File: src/rtl/stall_ctrl_if.sv
// Hazard-control signals exchanged between the pipeline datapath (master)
// and the stall controller (slave).
interface stall_ctrl_if;
    // Decode-stage sources and their use deadlines
    logic [4:0]  rs_D;
    logic [4:0]  rt_D;
    logic [1:0]  tuse_rs;
    logic [1:0]  tuse_rt;
    // Producers in E and M
    logic [4:0]  a3_E;
    logic [4:0]  a3_M;
    logic [1:0]  tnew_E;
    logic [1:0]  tnew_M;
    // Multiply/divide unit requests
    logic        md_start_E;
    logic        md_div_E;
    logic        md_use_D;
    // Pipeline controls and status
    logic        pc_en;
    logic        if2id_en;
    logic        id2ex_clr;
    logic        md_busy;
    logic [3:0]  md_cnt;
    logic [31:0] stall_cnt;

    modport master (
        output rs_D, rt_D, tuse_rs, tuse_rt,
        output a3_E, a3_M, tnew_E, tnew_M,
        output md_start_E, md_div_E, md_use_D,
        input  pc_en, if2id_en, id2ex_clr, md_busy, md_cnt, stall_cnt
    );

    modport slave (
        input  rs_D, rt_D, tuse_rs, tuse_rt,
        input  a3_E, a3_M, tnew_E, tnew_M,
        input  md_start_E, md_div_E, md_use_D,
        output pc_en, if2id_en, id2ex_clr, md_busy, md_cnt, stall_cnt
    );
endinterface

File: src/rtl/stall_ctrl.sv
// Pipeline stall controller: Tuse/Tnew data-hazard detection, multiply/divide
// busy tracking and a free-running stall-cycle counter.
module stall_ctrl #(
    parameter int unsigned MULT_CYC = 5,
    parameter int unsigned DIV_CYC  = 10
) (
    input  logic        clk,
    input  logic        reset,
    stall_ctrl_if.slave bus
);

    typedef enum logic {
        IDLE = 1'b0,
        BUSY = 1'b1
    } state_t;

    localparam logic [3:0] MULT_LOAD = 4'(MULT_CYC);
    localparam logic [3:0] DIV_LOAD  = 4'(DIV_CYC);

    state_t      state_q, state_d;
    logic [3:0]  md_cnt_q, md_cnt_d;
    logic [31:0] stall_cnt_q, stall_cnt_d;

    logic stall_rs;
    logic stall_rt;
    logic md_stall;
    logic stall;

    // A source stalls when a younger-than-needed result targets it; r0 never stalls.
    function automatic logic src_hazard(
        input logic [4:0] src,
        input logic [1:0] tuse,
        input logic [4:0] a3_e,
        input logic [1:0] tnew_e,
        input logic [4:0] a3_m,
        input logic [1:0] tnew_m
    );
        logic hit_e;
        logic hit_m;
        hit_e = (src == a3_e) && (tnew_e > tuse);
        hit_m = (src == a3_m) && (tnew_m > tuse);
        return (src != 5'd0) && (hit_e || hit_m);
    endfunction

    assign stall_rs = src_hazard(bus.rs_D, bus.tuse_rs, bus.a3_E, bus.tnew_E,
                                 bus.a3_M, bus.tnew_M);
    assign stall_rt = src_hazard(bus.rt_D, bus.tuse_rt, bus.a3_E, bus.tnew_E,
                                 bus.a3_M, bus.tnew_M);

    // md_start_E counts as busy so D cannot slip past an op that is just launching.
    assign md_stall = bus.md_use_D && ((state_q == BUSY) || bus.md_start_E);
    assign stall    = stall_rs || stall_rt || md_stall;

    always_comb begin
        state_d     = state_q;
        md_cnt_d    = md_cnt_q;
        stall_cnt_d = stall ? (stall_cnt_q + 32'd1) : stall_cnt_q;
        unique case (state_q)
            IDLE: begin
                if (bus.md_start_E) begin
                    state_d  = BUSY;
                    md_cnt_d = bus.md_div_E ? DIV_LOAD : MULT_LOAD;
                end else begin
                    md_cnt_d = 4'd0;
                end
            end
            BUSY: begin
                // A new start while busy is ignored; the count simply runs out.
                if (md_cnt_q <= 4'd1) begin
                    state_d  = IDLE;
                    md_cnt_d = 4'd0;
                end else begin
                    md_cnt_d = md_cnt_q - 4'd1;
                end
            end
        endcase
    end

    always_ff @(posedge clk) begin
        if (reset) begin
            state_q     <= IDLE;
            md_cnt_q    <= 4'd0;
            stall_cnt_q <= 32'd0;
        end else begin
            state_q     <= state_d;
            md_cnt_q    <= md_cnt_d;
            stall_cnt_q <= stall_cnt_d;
        end
    end

    assign bus.pc_en     = !stall;
    assign bus.if2id_en  = !stall;
    assign bus.id2ex_clr = stall;
    assign bus.md_busy   = (state_q == BUSY);
    assign bus.md_cnt    = md_cnt_q;
    assign bus.stall_cnt = stall_cnt_q;

endmodule

File: src/flat_wrapper.sv
// flat-port wrapper written by rule: the top's interface ports become plain ports
module stall_ctrl_flat 
#(
    parameter int unsigned MULT_CYC = 5,
    parameter int unsigned DIV_CYC  = 10
)
  (clk, reset, bus_rs_D, bus_rt_D, bus_tuse_rs, bus_tuse_rt, bus_a3_E, bus_a3_M, bus_tnew_E, bus_tnew_M, bus_md_start_E, bus_md_div_E, bus_md_use_D, bus_pc_en, bus_if2id_en, bus_id2ex_clr, bus_md_busy, bus_md_cnt, bus_stall_cnt);
  stall_ctrl_if bus_i ();
  input  logic clk;
  input  logic reset;
  input wire logic [$bits(bus_i.rs_D)-1:0] bus_rs_D;
  input wire logic [$bits(bus_i.rt_D)-1:0] bus_rt_D;
  input wire logic [$bits(bus_i.tuse_rs)-1:0] bus_tuse_rs;
  input wire logic [$bits(bus_i.tuse_rt)-1:0] bus_tuse_rt;
  input wire logic [$bits(bus_i.a3_E)-1:0] bus_a3_E;
  input wire logic [$bits(bus_i.a3_M)-1:0] bus_a3_M;
  input wire logic [$bits(bus_i.tnew_E)-1:0] bus_tnew_E;
  input wire logic [$bits(bus_i.tnew_M)-1:0] bus_tnew_M;
  input wire logic [$bits(bus_i.md_start_E)-1:0] bus_md_start_E;
  input wire logic [$bits(bus_i.md_div_E)-1:0] bus_md_div_E;
  input wire logic [$bits(bus_i.md_use_D)-1:0] bus_md_use_D;
  output wire logic [$bits(bus_i.pc_en)-1:0] bus_pc_en;
  output wire logic [$bits(bus_i.if2id_en)-1:0] bus_if2id_en;
  output wire logic [$bits(bus_i.id2ex_clr)-1:0] bus_id2ex_clr;
  output wire logic [$bits(bus_i.md_busy)-1:0] bus_md_busy;
  output wire logic [$bits(bus_i.md_cnt)-1:0] bus_md_cnt;
  output wire logic [$bits(bus_i.stall_cnt)-1:0] bus_stall_cnt;
  assign bus_i.rs_D = bus_rs_D;
  assign bus_i.rt_D = bus_rt_D;
  assign bus_i.tuse_rs = bus_tuse_rs;
  assign bus_i.tuse_rt = bus_tuse_rt;
  assign bus_i.a3_E = bus_a3_E;
  assign bus_i.a3_M = bus_a3_M;
  assign bus_i.tnew_E = bus_tnew_E;
  assign bus_i.tnew_M = bus_tnew_M;
  assign bus_i.md_start_E = bus_md_start_E;
  assign bus_i.md_div_E = bus_md_div_E;
  assign bus_i.md_use_D = bus_md_use_D;
  assign bus_pc_en = bus_i.pc_en;
  assign bus_if2id_en = bus_i.if2id_en;
  assign bus_id2ex_clr = bus_i.id2ex_clr;
  assign bus_md_busy = bus_i.md_busy;
  assign bus_md_cnt = bus_i.md_cnt;
  assign bus_stall_cnt = bus_i.stall_cnt;
  stall_ctrl #(.MULT_CYC(MULT_CYC), .DIV_CYC(DIV_CYC)) u_core (.clk(clk), .reset(reset), .bus(bus_i));
endmodule
File: config.mk
export PLATFORM = sky130hd
export DESIGN_NAME = stall_ctrl_flat
export DESIGN_NICKNAME = d
export VERILOG_FILES = /design/src/rtl/stall_ctrl_if.sv /design/src/rtl/stall_ctrl.sv /design/src/flat_wrapper.sv
export SDC_FILE = /design/constraint.sdc
export NUM_CORES = 1
export LEC_CHECK = 0
export ABC_CLOCK_PERIOD_IN_PS = 3400
export CAP_MARGIN = 10
export CORE_ASPECT_RATIO = 0.9
export CORE_UTILIZATION = 33
export DETAILED_ROUTE_END_ITERATION = 8
export SLEW_MARGIN = 20
export SYNTH_ARGS = -nofsm -noshare
export SYNTH_HDL_FRONTEND = slang
export SYNTH_SLANG_ARGS = --single-unit
File: constraint.sdc
create_clock -name clk -period 3.4 [get_ports clk]
set_clock_uncertainty 0.05 [all_clocks]
set_input_delay 0.68 -clock clk [delete_from_list [all_inputs] [get_ports clk]]
set_output_delay 0.68 -clock clk [all_outputs]
set_load 0.01 [all_outputs]
==> run metrics, run 1 <==
maximum number of buffers from clock root to sink 2; GRT Total Usage 0.1789; total clock buffers created by CTS 5; Data arrival, critical path 2.57 ns; f_max 0.3032 GHz; Post-synth EDFFs 0; Hold/Removal Path Class reg2reg; residual overflow from global routing 0; asr flop ratio synth 0; final hold violation count 0; ratio of final minimum period to clock period 0.9701; placement row count 30; number of global-route vias before repair 2357; Avg Vias per Cell 5.229; most area-consuming cells after synthesis sky130_fd_sc_hd__dfxtp_1, sky130_fd_sc_hd__mux2_1, sky130_fd_sc_hd__nor2b_1; Nets 450; DRC marker count from the first detailed-route iteration 124; wire per inst 14.26 µm; launching element type of the critical path input port; Initial Utilization 0.3452; worst IR drop on VDD 0.0001318 V; overall die area 0.008331 mm²; minimum setup slack after placement -0.3378 ns; count of distinct cell types in the synthesized netlist 45; number of detailed-routing iterations run before antenna repair 7; WP data required 2.67 ns; P_leak 1.403 nW; synthesized netlist net count 365; cell area after synthesis 0.002630 mm²; main flop type after synthesis sky130_fd_sc_hd__dfxtp_1; final critical-path required period 3.298 ns; Placer Congestion 0.8994; number of instances in the placed design 492; power density of the placed cells 258.8 mW/mm²; hold slack 0.4964 ns; summed negative setup slack over all endpoints 0 ns; max-slew headroom at the worst pin 0.2978; core box area 0.007620 mm²; number of antenna violations at the first check in global routing 0; Post-DRT Antenna Nets 0; post-synthesis register bit count 37; number of inserted diodes 0; top-level I/O count 73; average cell area after synthesis 8.193 µm²; unrepaired setup endpoints after global routing no; final-report max-slew violation count 0; Reg2Reg Depth 7; DRC Markers 0; fraction of final layout cells sized beyond drive strength 1 0.1130; proportion of netlist area held by the largest area contributor 0.2816; DP HPWL 5.262 mm; overall die height 86.69 µm; kind of critical path in2out; Min-Delay Path Depth 2; sinks on the clock net 37; Clock Tree Root sky130_fd_sc_hd__clkbuf_8; Worst Tran Pin Value 1.053 ns; final worst setup slack 0.1017 ns; final setup fails 0; YS warnings 0; Yosys top cell by area sky130_fd_sc_hd__dfxtp_1; Post-synth top cells sky130_fd_sc_hd__dfxtp_1, sky130_fd_sc_hd__nor2_1, sky130_fd_sc_hd__nor2b_1, sky130_fd_sc_hd__mux2_1, sky130_fd_sc_hd__nand3_1; number of H-tree levels 2; portion of the post-synthesis area used by sequential elements 0.2816; total number of vias 2630; Max Fanout on Critical Path 2; first-pass GRT wire length 11.67 mm; routed wire length 7.174 mm; maximum number of pins on one net before global-route repair 64; count of buffers inserted at the top-level ports 72; insertion delay to the later sink of the worst-skew pair 0.29 ns; signed area change from the synthesized netlist to the final layout 41.20%; chip width 96.10 µm; Post-Syn Instances 321; Max Cap Violations 0; TritonCTS clock tree built; clock slew at the register clock pins of the worst setup and hold paths 0.07 ns; Critical Path End Type output port; final standard cell count with taps included and fillers excluded 503; run status completed
sequential cells by signal (all words and copies together), names as in the netlist:
signal and count:
u_core.bus.stall_cnt 32, u_core.bus.md_busy 1, u_core.bus.md_cnt 4
critical path, cell delays in order:
cell and delay, ns:
sky130_fd_sc_hd__clkdlybuf4s50_1 0.45, sky130_fd_sc_hd__inv_1 0.07, sky130_fd_sc_hd__ha_1 0.29, sky130_fd_sc_hd__nor2b_1 0.13
sky130_fd_sc_hd__o211ai_1 0.17, sky130_fd_sc_hd__o22ai_1 0.12, sky130_fd_sc_hd__and2_4 0.17, sky130_fd_sc_hd__nor3_4 0.21
sky130_fd_sc_hd__inv_2 0.06, sky130_fd_sc_hd__clkdlybuf4s15_1 0.22
what timing repair did:
item / CTS / global route
hold buffers: 0 / 0
gates resized for setup: 5 / 12
setup endpoints to repair: 3 / 3
pin swaps: 4 / 3
setup buffers: 3 / 0
layout by cell type, fill, tap and decap left out, types with 3 or more instances in the layout:
cell and n:
sky130_fd_sc_hd__clkdlybuf4s50_1 67, sky130_fd_sc_hd__xor2_1 4, sky130_fd_sc_hd__nand2_1 15, sky130_fd_sc_hd__nor3_1 6, sky130_fd_sc_hd__a311oi_2 3, sky130_fd_sc_hd__inv_1 12, sky130_fd_sc_hd__and3_1 6, sky130_fd_sc_hd__dfxtp_1 37
sky130_fd_sc_hd__mux2_1 28, sky130_fd_sc_hd__xnor2_1 17, sky130_fd_sc_hd__o21a_1 5, sky130_fd_sc_hd__buf_4 21, sky130_fd_sc_hd__nor2_1 37, sky130_fd_sc_hd__nand3_1 19, sky130_fd_sc_hd__a21oi_1 10, sky130_fd_sc_hd__a31oi_1 15
sky130_fd_sc_hd__nor2b_1 29, sky130_fd_sc_hd__nand4_1 13, sky130_fd_sc_hd__clkbuf_8 5, sky130_fd_sc_hd__ha_1 10, sky130_fd_sc_hd__a311o_1 4
worst paths after layout:
path	from	to	slack [ns]
setup / recovery	bus_tuse_rs[1]	bus_id2ex_clr	0.10
hold reg to reg	u_core.bus.stall_cnt[12]	u_core.bus.stall_cnt[12]	0.50
hold / removal	u_core.bus.stall_cnt[12]	u_core.bus.stall_cnt[12]	0.50
setup reg to reg	u_core.bus.stall_cnt[0]	u_core.bus.stall_cnt[22]	1.12
per-stage QoR:
stage,area [µm²],utilization,power (W)
after detailed placement,3572,0.4688,0.0006622
after CTS,3684,0.4834,0.0009698
after floorplan,2630,-,0.0005596
final,3714,0.4874,0.0009611
after global placement,3572,0.4688,0.0006615
after global routing,3714,0.4874,0.001022
power by group:
part	internal (W)	leakage (nW)	switching (W)	total, W
combinational	0.000109	1.07	0.000102	0.000211
clock	0.000145	0.0385	0.000155	0.000300
sequential	0.000440	0.299	0.0000101	0.000450
total	0.000694	1.40	0.000268	0.000961
layout make-up:
type	instances	area, µm²
clock buffers	7	76.32
clock inverters	1	7.507
fillers	756	3906
inverters	13	48.80
multi-input cells	254	1814
flip-flops and latches	37	740.7
well taps	96	120.1
repair buffers	95	905.9
metal layers:
metal,wire length [µm],track usage,vias to the layer above,part of all wire
met5,0,0,-,0
met4,66,0.04206,0,0.0092
met3,354,0.03070,7,0.049
met2,3178,0.2643,61,0.44
met1,3574,0.2669,1244,0.50
li1,-,-,1318,-
cells by family (layout without fill, tap and decap cells):
family / after synthesis / count (layout) / share of synthesized area
muxes: 28 / 28 / 0.1199
xor gates and xnor gates: 21 / 21 / 0.06993
AOI/OAI and AO/OA: 54 / 54 / 0.1484
buffers and inverters: 30 / 116 / 0.04472
DFF: 37 / 37 / 0.2816
adders and majority gates: 11 / 11 / 0.05233
and+or+nand+nor: 140 / 140 / 0.2831
Note: power is estimated with default switching activity, not from simulation.
==> inputs of run 2 (changes only) <==
- CORE_MARGIN: default -> 1
- SKIP_CTS_REPAIR_TIMING: default -> 1
==> run metrics, run 2 (synthesis gave the netlist of run 1 again) <==
f_max 0.3035 GHz (+0.12%); insertion delay to the later sink of the worst-skew pair 0.29 ns (about the same); total power consumption of the routed design 0.0009592 W (-0.20%); most common cell after layout, fill and taps aside sky130_fd_sc_hd__clkdlybuf4s50_1; Max Cap Violations 0 (unchanged); run status completed; Worst Tran Pin Value 1.055 ns (+0.001371 ns); Clock Tree Root sky130_fd_sc_hd__clkbuf_8; Placer Congestion 0.8994 (unchanged); Hold/Removal Path Class reg2reg; final critical-path required period 3.294 ns (-0.003905 ns); overall die height 86.69 µm (unchanged); commonest cells after routing, fill and taps aside sky130_fd_sc_hd__clkdlybuf4s50_1, sky130_fd_sc_hd__nor2_1, sky130_fd_sc_hd__dfxtp_1, sky130_fd_sc_hd__nor2b_1, sky130_fd_sc_hd__mux2_1; flop2flop setup slack 1.10 ns (-0.02 ns); number of H-tree levels 2 (unchanged); maximum number of pins on one net before global-route repair 64 (unchanged); GRT Total Usage 0.1773 (-0.001648); Max Fanout on Critical Path 3 (+1); wire per inst 14.31 µm (+0.36%); final instance area 0.003682 mm² (-0.84%); number of inserted diodes 0 (unchanged); slowest cell on the critical path sky130_fd_sc_hd__clkdlybuf4s50_1; DRC marker count from the first detailed-route iteration 128 (+3.2%); placement row count 30 (unchanged); DRC Markers 0 (unchanged); top-level I/O count 73 (unchanged); max-slew headroom at the worst pin 0.2969 (-0.0009150); launching element type of the critical path input port; final hold violation count 0 (unchanged); Cell Chain, Critical Path clkdlybuf4s50_1 > inv_1 > ha_1 > nor2b_1 > o2111ai_1 > o22ai_1 > and2_1 > nor3_4 > inv_1 > dlymetal6s2s_1; P_leak 1.405 nW (+0.13%); worst IR drop on VDD 0.0001317 V (about the same); total cell area at the placement stage 0.003572 mm² (unchanged); maximum number of buffers from clock root to sink 2 (unchanged); final worst setup slack 0.1056 ns (+0.003905 ns); count of buffers inserted at the top-level ports 72 (unchanged); power density of the placed cells 260.5 mW/mm² (+0.65%); Avg Vias per Cell 5.244 (+0.28%); WP data required 2.67 ns (about the same); Critical Path End Type output port; clock slew at the register clock pins of the worst setup and hold paths 0.07 ns (about the same); number of antenna violations at the first check in global routing 0 (unchanged); residual overflow from global routing 0 (unchanged); Layout fillers 759 (+0.40%); final setup fails 0 (unchanged); chip width 96.10 µm (unchanged); number of detailed-routing iterations run before antenna repair 4 (-3); Post-DRT Antenna Nets 0 (unchanged); overall die area 0.008331 mm² (unchanged); number of global-route vias before repair 2338 (-0.81%); first-pass GRT wire length 11.55 mm (-1.1%); Nets 448 (-0.44%); Initial Utilization 0.3452 (unchanged); fraction of final layout cells sized beyond drive strength 1 0.09136 (-0.02166); total clock buffers created by CTS 5 (unchanged); flip-flop count of the largest register, all copies and words added 32 (unchanged); cell with the most instances on the worst path sky130_fd_sc_hd__inv_1; Worst path max stage delay 0.45 ns (about the same); core box area 0.007620 mm² (unchanged); routed wire length 7.171 mm (about the same); kind of critical path in2out; total number of vias 2627 (-0.11%); Data arrival, critical path 2.56 ns (about the same); DP HPWL 5.262 mm (unchanged); TritonCTS clock tree built; minimum setup slack after placement -0.3378 ns (unchanged); final-report max-slew violation count 0 (unchanged); signed area change from the synthesized netlist to the final layout 40.01%; sinks on the clock net 37 (unchanged); ratio of final minimum period to clock period 0.9689 (-0.001149)
[run 2: changes by cell type in the layout (fill, tap and decap cells not counted), sizes merged]
cell | previous run | this run
buf | 24 | 22
clkbuf | 9 | 7
dlymetal6s2s | 1 | 3
clkdlybuf4s15 | 1 | 0
clkdlybuf4s50 | 67 | 68
[run 2: report_power, final]
group | internal (W) | switching, W
Combinational | 0.000107 | 0.0000986
Clock | 0.000145 | 0.000159
Sequential | 0.000440 | 0.0000102
Total | 0.000692 | 0.000268
[run 2: critical path: cells and delay by family]
kind                     cells  cell delay, ns
AO/OA/AOI/OAI                2            0.29
AND/OR/NAND/NOR              3            0.55
buffers and inverters        4            0.75
adder cells (fa/ha/maj)      1            0.29
[run 2: final timing paths]
kind | startpoint | endpoint | cells past startpoint
worst max-delay path | bus_tuse_rs[1] | bus_id2ex_clr | 10
worst min-delay path | u_core.bus.stall_cnt[12] | u_core.bus.stall_cnt[12] | 2
worst max register to register | u_core.bus.stall_cnt[0] | u_core.bus.stall_cnt[22] | 7
worst min register to register | u_core.bus.stall_cnt[12] | u_core.bus.stall_cnt[12] | 2
[run 2: layout make-up]
type                       count  area, µm²  share of cell area
inverter                      13      48.80             0.01325
multi-input combinational    254       1783              0.4842
clock buffer                   7      76.32             0.02073
sequential                    37      740.7              0.2012
clock inverter                 1      7.507            0.002039
tap                           96      120.1             0.03262
timing repair buffer          93      905.9              0.2460
[run 2: stage by stage]
step	TNS (ns)	hold WS, ns	std cells	util
3_3_place_gp	-0.8929	0.4842	492	0.4688
2_1_floorplan	0	0.4801	321	-
5_1_grt	-0.004481	0.5441	501	0.4833
6_report	0	0.4965	501	0.4833
3_5_place_dp	-0.9905	0.4881	492	0.4688
4_1_cts	-1.087	0.4968	500	0.4798
[run 2: metal layers]
metal | part of all wire | GRT usage | wire length, µm
met1 | 0.50 | 0.2643 | 3619
met2 | 0.45 | 0.2605 | 3223
met3 | 0.038 | 0.03070 | 276
met4 | 0.0071 | 0.04478 | 51
met5 | 0 | 0 | 0
==> inputs of run 3 (changes only) <==
- SKIP_CTS_REPAIR_TIMING: 1 -> default
==> results of run 3 <==
Same layout as run 1: the final DEF is identical, and so are final timing and power.
